File: config.mk
export PLATFORM = sky130hd
export DESIGN_NAME = aes_cipher_round_ctrl
export DESIGN_NICKNAME = d
export VERILOG_FILES = /design/src/rtl/aes_pkg.sv /design/src/rtl/aes_sbox.sv /design/src/rtl/aes_cipher_round_ctrl.sv
export SDC_FILE = /design/constraint.sdc
export NUM_CORES = 1
export LEC_CHECK = 0
export ABC_AREA = 1
export CORE_UTILIZATION = 49
export CTS_CLUSTER_SIZE = 14
export DETAILED_ROUTE_END_ITERATION = 16
export PLACE_DENSITY = 0.9
export SLEW_MARGIN = 20
export SYNTH_ARGS = -nofsm -noshare
export SYNTH_HDL_FRONTEND = slang
export SYNTH_SLANG_ARGS = --single-unit
export TNS_END_PERCENT = 1
File: constraint.sdc
create_clock -name clk -period 2.3 [get_ports clk]
set_input_delay 0.345 -clock clk [delete_from_list [all_inputs] [get_ports clk]]
set_output_delay 0.345 -clock clk [all_outputs]
set_load 0.005 [all_outputs]
File: src/rtl/aes_pkg.sv
// Shared AES-128 types, constants and round-function helpers.
package aes_pkg;

  localparam int unsigned AES128_ROUNDS = 10;
  localparam int unsigned ROUND_W       = 4;
  localparam logic [7:0]  GF_POLY       = 8'h1B;

  // state[row][col] of bytes
  typedef logic [3:0][3:0][7:0] aes_state_t;

  typedef enum logic [2:0] {
    ST_IDLE,
    ST_KEY_WAIT,
    ST_FETCH,
    ST_APPLY,
    ST_DONE
  } aes_fsm_e;

  // Multiply by {02} in GF(2^8)
  function automatic logic [7:0] xtime(input logic [7:0] b);
    return {b[6:0], 1'b0} ^ (b[7] ? GF_POLY : 8'h00);
  endfunction

  // Row r rotates left by r
  function automatic aes_state_t shift_rows(input aes_state_t s);
    aes_state_t o;
    for (int r = 0; r < 4; r++) begin
      for (int c = 0; c < 4; c++) begin
        o[2'(r)][2'(c)] = s[2'(r)][2'(c + r)];
      end
    end
    return o;
  endfunction

  // {02,03,01,01} circulant applied to each column
  function automatic aes_state_t mix_columns(input aes_state_t s);
    aes_state_t o;
    for (int c = 0; c < 4; c++) begin
      for (int r = 0; r < 4; r++) begin
        o[2'(r)][2'(c)] = xtime(s[2'(r)][2'(c)])
                        ^ xtime(s[2'(r + 1)][2'(c)]) ^ s[2'(r + 1)][2'(c)]
                        ^ s[2'(r + 2)][2'(c)]
                        ^ s[2'(r + 3)][2'(c)];
      end
    end
    return o;
  endfunction

endpackage

File: src/rtl/aes_sbox.sv
// Combinational forward AES S-box lookup.
module aes_sbox (
  input  logic [7:0] byte_i,
  output logic [7:0] sbox_c_o
);

  localparam logic [7:0] SBOX [256] = '{
    8'h63, 8'h7c, 8'h77, 8'h7b, 8'hf2, 8'h6b, 8'h6f, 8'hc5, 8'h30, 8'h01, 8'h67, 8'h2b, 8'hfe, 8'hd7, 8'hab, 8'h76,
    8'hca, 8'h82, 8'hc9, 8'h7d, 8'hfa, 8'h59, 8'h47, 8'hf0, 8'had, 8'hd4, 8'ha2, 8'haf, 8'h9c, 8'ha4, 8'h72, 8'hc0,
    8'hb7, 8'hfd, 8'h93, 8'h26, 8'h36, 8'h3f, 8'hf7, 8'hcc, 8'h34, 8'ha5, 8'he5, 8'hf1, 8'h71, 8'hd8, 8'h31, 8'h15,
    8'h04, 8'hc7, 8'h23, 8'hc3, 8'h18, 8'h96, 8'h05, 8'h9a, 8'h07, 8'h12, 8'h80, 8'he2, 8'heb, 8'h27, 8'hb2, 8'h75,
    8'h09, 8'h83, 8'h2c, 8'h1a, 8'h1b, 8'h6e, 8'h5a, 8'ha0, 8'h52, 8'h3b, 8'hd6, 8'hb3, 8'h29, 8'he3, 8'h2f, 8'h84,
    8'h53, 8'hd1, 8'h00, 8'hed, 8'h20, 8'hfc, 8'hb1, 8'h5b, 8'h6a, 8'hcb, 8'hbe, 8'h39, 8'h4a, 8'h4c, 8'h58, 8'hcf,
    8'hd0, 8'hef, 8'haa, 8'hfb, 8'h43, 8'h4d, 8'h33, 8'h85, 8'h45, 8'hf9, 8'h02, 8'h7f, 8'h50, 8'h3c, 8'h9f, 8'ha8,
    8'h51, 8'ha3, 8'h40, 8'h8f, 8'h92, 8'h9d, 8'h38, 8'hf5, 8'hbc, 8'hb6, 8'hda, 8'h21, 8'h10, 8'hff, 8'hf3, 8'hd2,
    8'hcd, 8'h0c, 8'h13, 8'hec, 8'h5f, 8'h97, 8'h44, 8'h17, 8'hc4, 8'ha7, 8'h7e, 8'h3d, 8'h64, 8'h5d, 8'h19, 8'h73,
    8'h60, 8'h81, 8'h4f, 8'hdc, 8'h22, 8'h2a, 8'h90, 8'h88, 8'h46, 8'hee, 8'hb8, 8'h14, 8'hde, 8'h5e, 8'h0b, 8'hdb,
    8'he0, 8'h32, 8'h3a, 8'h0a, 8'h49, 8'h06, 8'h24, 8'h5c, 8'hc2, 8'hd3, 8'hac, 8'h62, 8'h91, 8'h95, 8'he4, 8'h79,
    8'he7, 8'hc8, 8'h37, 8'h6d, 8'h8d, 8'hd5, 8'h4e, 8'ha9, 8'h6c, 8'h56, 8'hf4, 8'hea, 8'h65, 8'h7a, 8'hae, 8'h08,
    8'hba, 8'h78, 8'h25, 8'h2e, 8'h1c, 8'ha6, 8'hb4, 8'hc6, 8'he8, 8'hdd, 8'h74, 8'h1f, 8'h4b, 8'hbd, 8'h8b, 8'h8a,
    8'h70, 8'h3e, 8'hb5, 8'h66, 8'h48, 8'h03, 8'hf6, 8'h0e, 8'h61, 8'h35, 8'h57, 8'hb9, 8'h86, 8'hc1, 8'h1d, 8'h9e,
    8'he1, 8'hf8, 8'h98, 8'h11, 8'h69, 8'hd9, 8'h8e, 8'h94, 8'h9b, 8'h1e, 8'h87, 8'he9, 8'hce, 8'h55, 8'h28, 8'hdf,
    8'h8c, 8'ha1, 8'h89, 8'h0d, 8'hbf, 8'he6, 8'h42, 8'h68, 8'h41, 8'h99, 8'h2d, 8'h0f, 8'hb0, 8'h54, 8'hbb, 8'h16
  };

  assign sbox_c_o = SBOX[byte_i];

endmodule

File: src/rtl/aes_cipher_round_ctrl.sv
// Iterative AES-128 encryption: one round per fetched round key.
module aes_cipher_round_ctrl
  import aes_pkg::*;
#(
  parameter int unsigned KEY_LAT = 1
) (
  input  logic               clk,
  input  logic               resetn,
  input  logic               start,
  input  aes_state_t         plaintext,
  input  logic               key_rdy,
  input  aes_state_t         round_key,
  output logic               encrypt_en,
  output logic [ROUND_W-1:0] key_sel,
  output logic               busy,
  output logic               done,
  output logic               err,
  output aes_state_t         ciphertext
);

  localparam logic [1:0]         FETCH_LAST = 2'(KEY_LAT - 1);
  localparam logic [ROUND_W-1:0] LAST_ROUND = ROUND_W'(AES128_ROUNDS);

  aes_fsm_e           state_q, state_d;
  logic [ROUND_W-1:0] round_q, round_d;
  logic [1:0]         wait_q, wait_d;
  aes_state_t         aes_q, aes_d;
  aes_state_t         ct_q, ct_d;
  logic               enc_q, enc_d;
  logic [ROUND_W-1:0] ksel_q, ksel_d;
  logic               busy_q, busy_d;
  logic               done_q, done_d;
  logic               err_q, err_d;

  aes_state_t         sb_c, sr_c, mc_c, round_c;
  logic               abort_c;

  // SubBytes: one S-box per state byte
  for (genvar gr = 0; gr < 4; gr++) begin : g_row
    for (genvar gc = 0; gc < 4; gc++) begin : g_col
      aes_sbox u_sbox (
        .byte_i   (aes_q[gr][gc]),
        .sbox_c_o (sb_c[gr][gc])
      );
    end
  end

  // Round datapath: initial AddRoundKey, full rounds, final round without MixColumns
  always_comb begin
    sr_c    = shift_rows(sb_c);
    mc_c    = mix_columns(sr_c);
    round_c = mc_c ^ round_key;
    if (round_q == '0) begin
      round_c = aes_q ^ round_key;
    end else if (round_q == LAST_ROUND) begin
      round_c = sr_c ^ round_key;
    end
  end

  // Next-state and registered-output logic
  always_comb begin
    state_d = state_q;
    round_d = round_q;
    wait_d  = wait_q;
    aes_d   = aes_q;
    ct_d    = ct_q;
    enc_d   = enc_q;
    ksel_d  = ksel_q;
    done_d  = 1'b0;
    err_d   = 1'b0;
    abort_c = ((state_q == ST_FETCH) || (state_q == ST_APPLY)) && !key_rdy;

    if (abort_c) begin
      // Expander lost its keys: drop the operation, keep the old ciphertext
      err_d   = 1'b1;
      enc_d   = 1'b0;
      ksel_d  = '0;
      state_d = ST_IDLE;
    end else begin
      case (state_q)
        ST_IDLE: begin
          if (start) begin
            aes_d   = plaintext;
            enc_d   = 1'b1;
            round_d = '0;
            state_d = ST_KEY_WAIT;
          end
        end
        ST_KEY_WAIT: begin
          if (key_rdy) begin
            ksel_d  = round_q;
            wait_d  = '0;
            state_d = ST_FETCH;
          end
        end
        ST_FETCH: begin
          if (wait_q == FETCH_LAST) begin
            state_d = ST_APPLY;
          end else begin
            wait_d = wait_q + 2'd1;
          end
        end
        ST_APPLY: begin
          aes_d = round_c;
          if (round_q == LAST_ROUND) begin
            state_d = ST_DONE;
          end else begin
            round_d = round_q + 4'd1;
            ksel_d  = round_q + 4'd1;
            wait_d  = '0;
            state_d = ST_FETCH;
          end
        end
        ST_DONE: begin
          // Dropping encrypt_en makes the expander regenerate keys next time
          ct_d    = aes_q;
          done_d  = 1'b1;
          enc_d   = 1'b0;
          ksel_d  = '0;
          state_d = ST_IDLE;
        end
        default: state_d = ST_IDLE;
      endcase
    end

    busy_d = (state_d != ST_IDLE);
  end

  // State and output registers
  always_ff @(posedge clk or negedge resetn) begin
    if (!resetn) begin
      state_q <= ST_IDLE;
      round_q <= '0;
      wait_q  <= '0;
      aes_q   <= '0;
      ct_q    <= '0;
      enc_q   <= 1'b0;
      ksel_q  <= '0;
      busy_q  <= 1'b0;
      done_q  <= 1'b0;
      err_q   <= 1'b0;
    end else begin
      state_q <= state_d;
      round_q <= round_d;
      wait_q  <= wait_d;
      aes_q   <= aes_d;
      ct_q    <= ct_d;
      enc_q   <= enc_d;
      ksel_q  <= ksel_d;
      busy_q  <= busy_d;
      done_q  <= done_d;
      err_q   <= err_d;
    end
  end

  assign encrypt_en = enc_q;
  assign key_sel    = ksel_q;
  assign busy       = busy_q;
  assign done       = done_q;
  assign err        = err_q;
  assign ciphertext = ct_q;

endmodule

# == Word level (Yosys, flattened, before mapping) ==
# Memories as Yosys holds them, arrays and structs flattened.
# Cells that the tools add are included.
# Widths: inputs -> output; s select.
# word_totals
mem_bits_rw,0
mem_count,3
ff_bits,273
out_inout_bits,136
latchBits,0
word_cells,115
mem_bits_ro,6144
# mem_list
name,depth,word_bits,read_ports,rd_ports_with_merged_regs,wr,line,rtl
(name not given),256,8,1,0,0,aes_sbox.sv:26,assign sbox_c_o = SBOX[byte_i];
(name not given),256,8,1,0,0,aes_sbox.sv:26,
(name not given),256,8,1,0,0,aes_sbox.sv:26,
# op_classes
bitwise,6
n_lt_le_gt_ge,3
n_eq_ne,12
n_shift,0
div,0
n_mux,32
n_reduce_logical,17
n_addsub,2
n_mul,0
# op_table
op,n
$mux 128,3
$pmux 128 s2,1
$xor 128x128->128,2
$mux 8,6
$ge 9x9->1 const B,3
$not 8->9,3
$mux 4,4
$mux 3,5
$pmux 3 s4,1
$pmux 4 s3,1
$ne 3x3->1 const B,3
$reduce_bool 3->1,3
$ne 2x2->1 const B,4
$pmux 4 s2,1
$eq 3x2->1 const B,2
$mux 2,3
$pmux 2 s3,1
$reduce_and 3->1,2
$mux 1,5
$reduce_and 5->1,1
$add 4x1->4 const B,1
$eq 4x4->1 const B,1
$logic_not 4->1,1
$reduce_and 2->1,2
13 further kinds,13

# == Logic depth before layout (Yosys ltp) ==
# depth
word_depth,8
depth_mapped,20
mapped_depth_nobuf,18

# == By module ==
# A second synthesis with hierarchy kept.
# unflattened
hier_cells,3643
hier_area_um2,22815.6
# modules_own_cells
mod,seq_area_each_um2,cells_each,instances,area_each_um2
aes_cipher_round_ctrl,6831.6,1721,1,13540.5
aes_sbox at g_row[0].g_col[1].u_sbox ...,0.0,635,2,3093.0
aes_sbox at g_row[0].g_col[0].u_sbox,0.0,652,1,3089.2

# == Worst setup path after synthesis ==
# Ideal clock, no wire load.
# synth_timing
path_kind,register -> register
start,register aes_q[1] (netlist name)
end,register aes_q[3] (netlist name)
path_stages_with_launch,16
arrival_ns,2.193
setup_slack_ns,-0.010
cell_sequence,dfrtp_1 > inv_1 > ha_1 > nand2_1 > buf_2 > inv_1 > o21ai_0 > nand3_1 > nand3_1 > nand3_1 > nand3_1 > nand3_1 > nand3_1 > nand3_1 > nand2_1 > nand2_1
# synth_via
elab_chain_cells,8
# synth_lines
element,line,rtl
start: declaration,aes_cipher_round_ctrl.sv:27,"aes_state_t aes_q, aes_d;"
start signal: assignment,aes_cipher_round_ctrl.sv:146,aes_q <= aes_d;
$not 8->9 (implied by the code),aes_sbox.sv:26,
$mem_v2 256x8,n/a,
$mux 8 (implied by the code) (2 in a row),aes_sbox.sv:26,
$xor 128x128->128,aes_cipher_round_ctrl.sv:56,round_c = sr_c ^ round_key;
$mux 128,aes_cipher_round_ctrl.sv:55,end else if (round_q == LAST_ROUND) begin
$mux 128,aes_cipher_round_ctrl.sv:53,if (round_q == '0) begin
$pmux 128 s2,aes_cipher_round_ctrl.sv:80,case (state_q)
# Every way passes these cells. The select of a mux whose other input is x is not followed.
# A chain may end at the register's enable or synchronous reset.

# == Worst setup path after layout ==
# layout_timing
start,register aes_q[9] (netlist name)
end,register aes_q[13] (netlist name)
# Same word-level chain as after synthesis.

==> impl_results.md <==
- Status: complete, but fails checks
- Failing checks: setup timing
- Tcrit/Tclk final: 1.01
- Lkg Pwr: 14.9 nW
- Net Sw Power: 25.8 mW
- Layout Cells excl Fill: 4662
- Cell count after placement: 4577
- WS Path Type: flip-flop to flip-flop
- Post-synth EDFFs: 0
- Initial antenna violation count: 9
- Number of port buffers: 395
- Worst Path Max Fanout: 6
- Worst EP required: 2750 ps
- Pint: 22.2 mW
- Vias per cell: 6.18
- Startpoint class of the critical path: flip-flop
- Register area share after synthesis: 0.314
- Worst r2r src: aes_q[9]
- First-pass GRT wire length: 164000 um
- Primary FF master, synth: dfrtp_1
- Via count: 28.8k
- Post-Syn Nets: 3753
- Power per cell area: 1550 mW/mm^2
- Crit end category: flip-flop
- Switching Fraction: 0.537
- Cell Area, Synth: 0.0218 mm^2
- Actual slew at the worst max-slew pin: 794 ps
- Number of global-route vias before repair: 27.7k
- GRT Overall Usage: 0.480
- Die Area: 0.0453 mm^2
- Crit path arrival time: 2770 ps
- Cell count after synthesis: 3444
- Critical Path Start: aes_q[9]
- Overall routed net length: 111000 um
- Fill cells: 3439
- Post-layout util: 0.715
- Post-DP HPWL: 77900 um
- Routability cong.: 1.15
- Worst skew pair latency: 590 ps
- Layout cells sized above 1: 0.170
- 1st-pass router iterations: 11
- Clock-pin transition on the worst setup and hold timing paths: 60 ps
- DRC Markers: 0
- Combinational Power Share: 0.731
- Fin Setup TNS: -32.9 ps
- Part of the power in registers: 0.150
- Max-slew violation count: 0
- Number of routed nets with antenna violations: 0
- Minimum clock period after layout: 2330 ps
- Initial Utilization: 0.501
- Post-synthesis async set-or-reset flop share: 1.00
- Fin. Hold Viols: 0
- Die Wd: 213 um
- Max-cap viol count: 0
- Post-route design area: 0.0311 mm^2
- Post-synthesis cell type count: 42
- CTS Buffer Depth: 3
- Area Overhead vs Synth: 42.8%
- Syn_area_per_cell: 6.32 um^2
- RSZ-0062 raised after global routing: true
- DRT iter0 DRCs: 4509
- CTS tree: yes
- DIE HEIGHT: 213 um
- F_max: 430 MHz
- Yosys reg bits: 273
- H-tree level count: 2
- Clock Skew: 37.9 ps
- CTS root buf: clkbuf_16
- Setup ws final: -27.6 ps
- # nets final: 4351
- Sink Count: 273
- Final Total Pwr: 48.0 mW
- Warnings from Yosys: 0
- Clock power share: 0.120
- Max_slew headroom: 0.471
- Routed WL per cell: 23.9 um
- Final Setup Violations: 2
- CTS Buf Count: 34
- VDD IR max: 0.00127 V
- Core area: 0.0435 mm^2
- # IOs: 396
- Placed Area: 0.0288 mm^2
- Worst hold path class: input port to asynchronous set/reset pin
- FP Rows: 76
- Largest net degree at the start of global routing: 89
- Total grt overflow: 0
## per-layer routing
layer	global-route usage	routed length (um)	up-vias
li1	-	-	12500
met2	0.717	47700	2437
met3	0.154	15400	652
met4	0.305	8560	0
met5	0.00779	0	-
met1	0.596	39800	13200
## layout make-up
class | count | area (um^2) | share of cell area
multi-input cells | 2707 | 13800 | 0.445
repair buffers | 791 | 7570 | 0.243
flip-flops and latches | 273 | 6840 | 0.220
clock buffers | 47 | 990 | 0.0318
inverters | 235 | 915 | 0.0294
well taps | 585 | 732 | 0.0236
clock inverters | 14 | 174 | 0.00560
diodes | 10 | 25.0 | 0.000805
## worst max-delay path, cell delays in order, from the launching register on
cell	delay, ps
dfrtp_2	470
inv_4	90
buf_12	140
buf_4	120
nand2_1	240
a21oi_1	110
buf_4	160
o21ai_1	140
nand3_1	130
nand3_1	110
nand3_2	100
nand3_2	110
nand3_2	110
nand2_2	110
o21ai_1	60
## cell usage in the layout (no fill, tap or decap), types with 7 or more instances in the layout
cell type           n
a21oi_1            78
a21oi_2             9
a22oi_1            30
buf_12             44
buf_4             331
buf_6              18
clkbuf_16          34
clkbuf_8            9
clkdlybuf4s50_1   394
clkinv_2            8
dfrtp_1           266
dfrtp_2             7
diode_2            10
ha_1               26
ha_2                8
ha_4               15
inv_1             198
inv_2              24
inv_4               7
nand2_1          1053
nand2_2            61
nand2_4            16
nand3_1           605
nand3_2            39
nand4_1            19
nor2_1            182
nor2_2             15
nor2_4             13
o211ai_1           26
o21ai_0           318
o21ai_1            48
xnor2_1            74
xor2_1             30
## per-stage QoR
step	hold slack, ps	setup WS (ps)
after floorplan	49.4	23.7
after global placement	318	-195
after detailed placement	319	-197
after CTS	326	-25.8
after global routing	375	-266
final	331	-27.6
## synthesized netlist by cell type (2+ instances only)
cell	n	share of area
nor3_1	6	0.0014
o21ai_1	37	0.0085
dfrtp_1	273	0.31
o211ai_1	26	0.0090
a22oi_1	30	0.010
inv_1	213	0.037
a21oi_2	2	0.00081
buf_1	26	0.0045
nand3b_1	3	0.0010
clkbuf_1	86	0.015
a21oi_1	88	0.020
o21ai_0	335	0.077
clkinv_1	3	0.00052
a31oi_1	4	0.0011
nor2_2	7	0.0020
nand2_2	14	0.0040
nand2_1	1114	0.19
inv_4	3	0.00086
nand3_1	647	0.15
buf_2	91	0.021
ha_1	49	0.028
inv_2	16	0.0028
buf_6	6	0.0031
o22ai_1	4	0.0011
xnor2_1	74	0.030
nor2_1	202	0.035
nand2_4	3	0.0016
buf_4	21	0.0072
nand4_1	19	0.0055
xor2_1	30	0.012
## cell families after synthesis
family	Yosys count	share of synthesized area
AO/OA/AOI/OAI	531	0.130
XOR/XNOR	104	0.0419
adder cells (fa/ha/maj)	49	0.0282
buffers and inverters	465	0.0915
flip-flops	273	0.314
AND/OR/NAND/NOR	2022	0.395
## worst paths after layout
kind | to | slack (ps) | cells past startpoint
max | aes_q[13] | -30 | 14
min | ciphertext[79] | 330 | 2
max reg2reg | aes_q[13] | -30 | 14
min reg2reg | ciphertext[36] | 480 | 2
max in group asynchronous | aes_q[43] | 1230 | 3
min in group clk | aes_q[47] | 440 | 3
## power by group through the flow
stage	clock network, mW	registers (mW)	logic (mW)
4_1_cts	5.72	7.09	31.6
6_report	5.75	7.18	35.1
3_5_place_dp	0	7.08	31.0
3_3_place_gp	0	7.03	31.1
5_1_grt	5.90	7.29	37.1
2_1_floorplan	0	6.79	17.9
## state kept, by name (all words and copies together), names as in the netlist
name,flops
aes_q,128
busy,1
round_q,4
err,1
ciphertext,128
state_q,3
wait_q,2
done,1
key_sel,4
encrypt_en,1
## what timing repair did
item                                   in CTS  in global routing
setup endpoints to repair                  20                 34
gates resized for setup                    23                252
hold buffers                                1                  0
endpoints found under the hold margin      55                  0
pin swaps                                   0                 29
buffers inserted                            1                 11
cloned                                      0                  1
No activity file was read; power rests on OpenSTA's default activity.
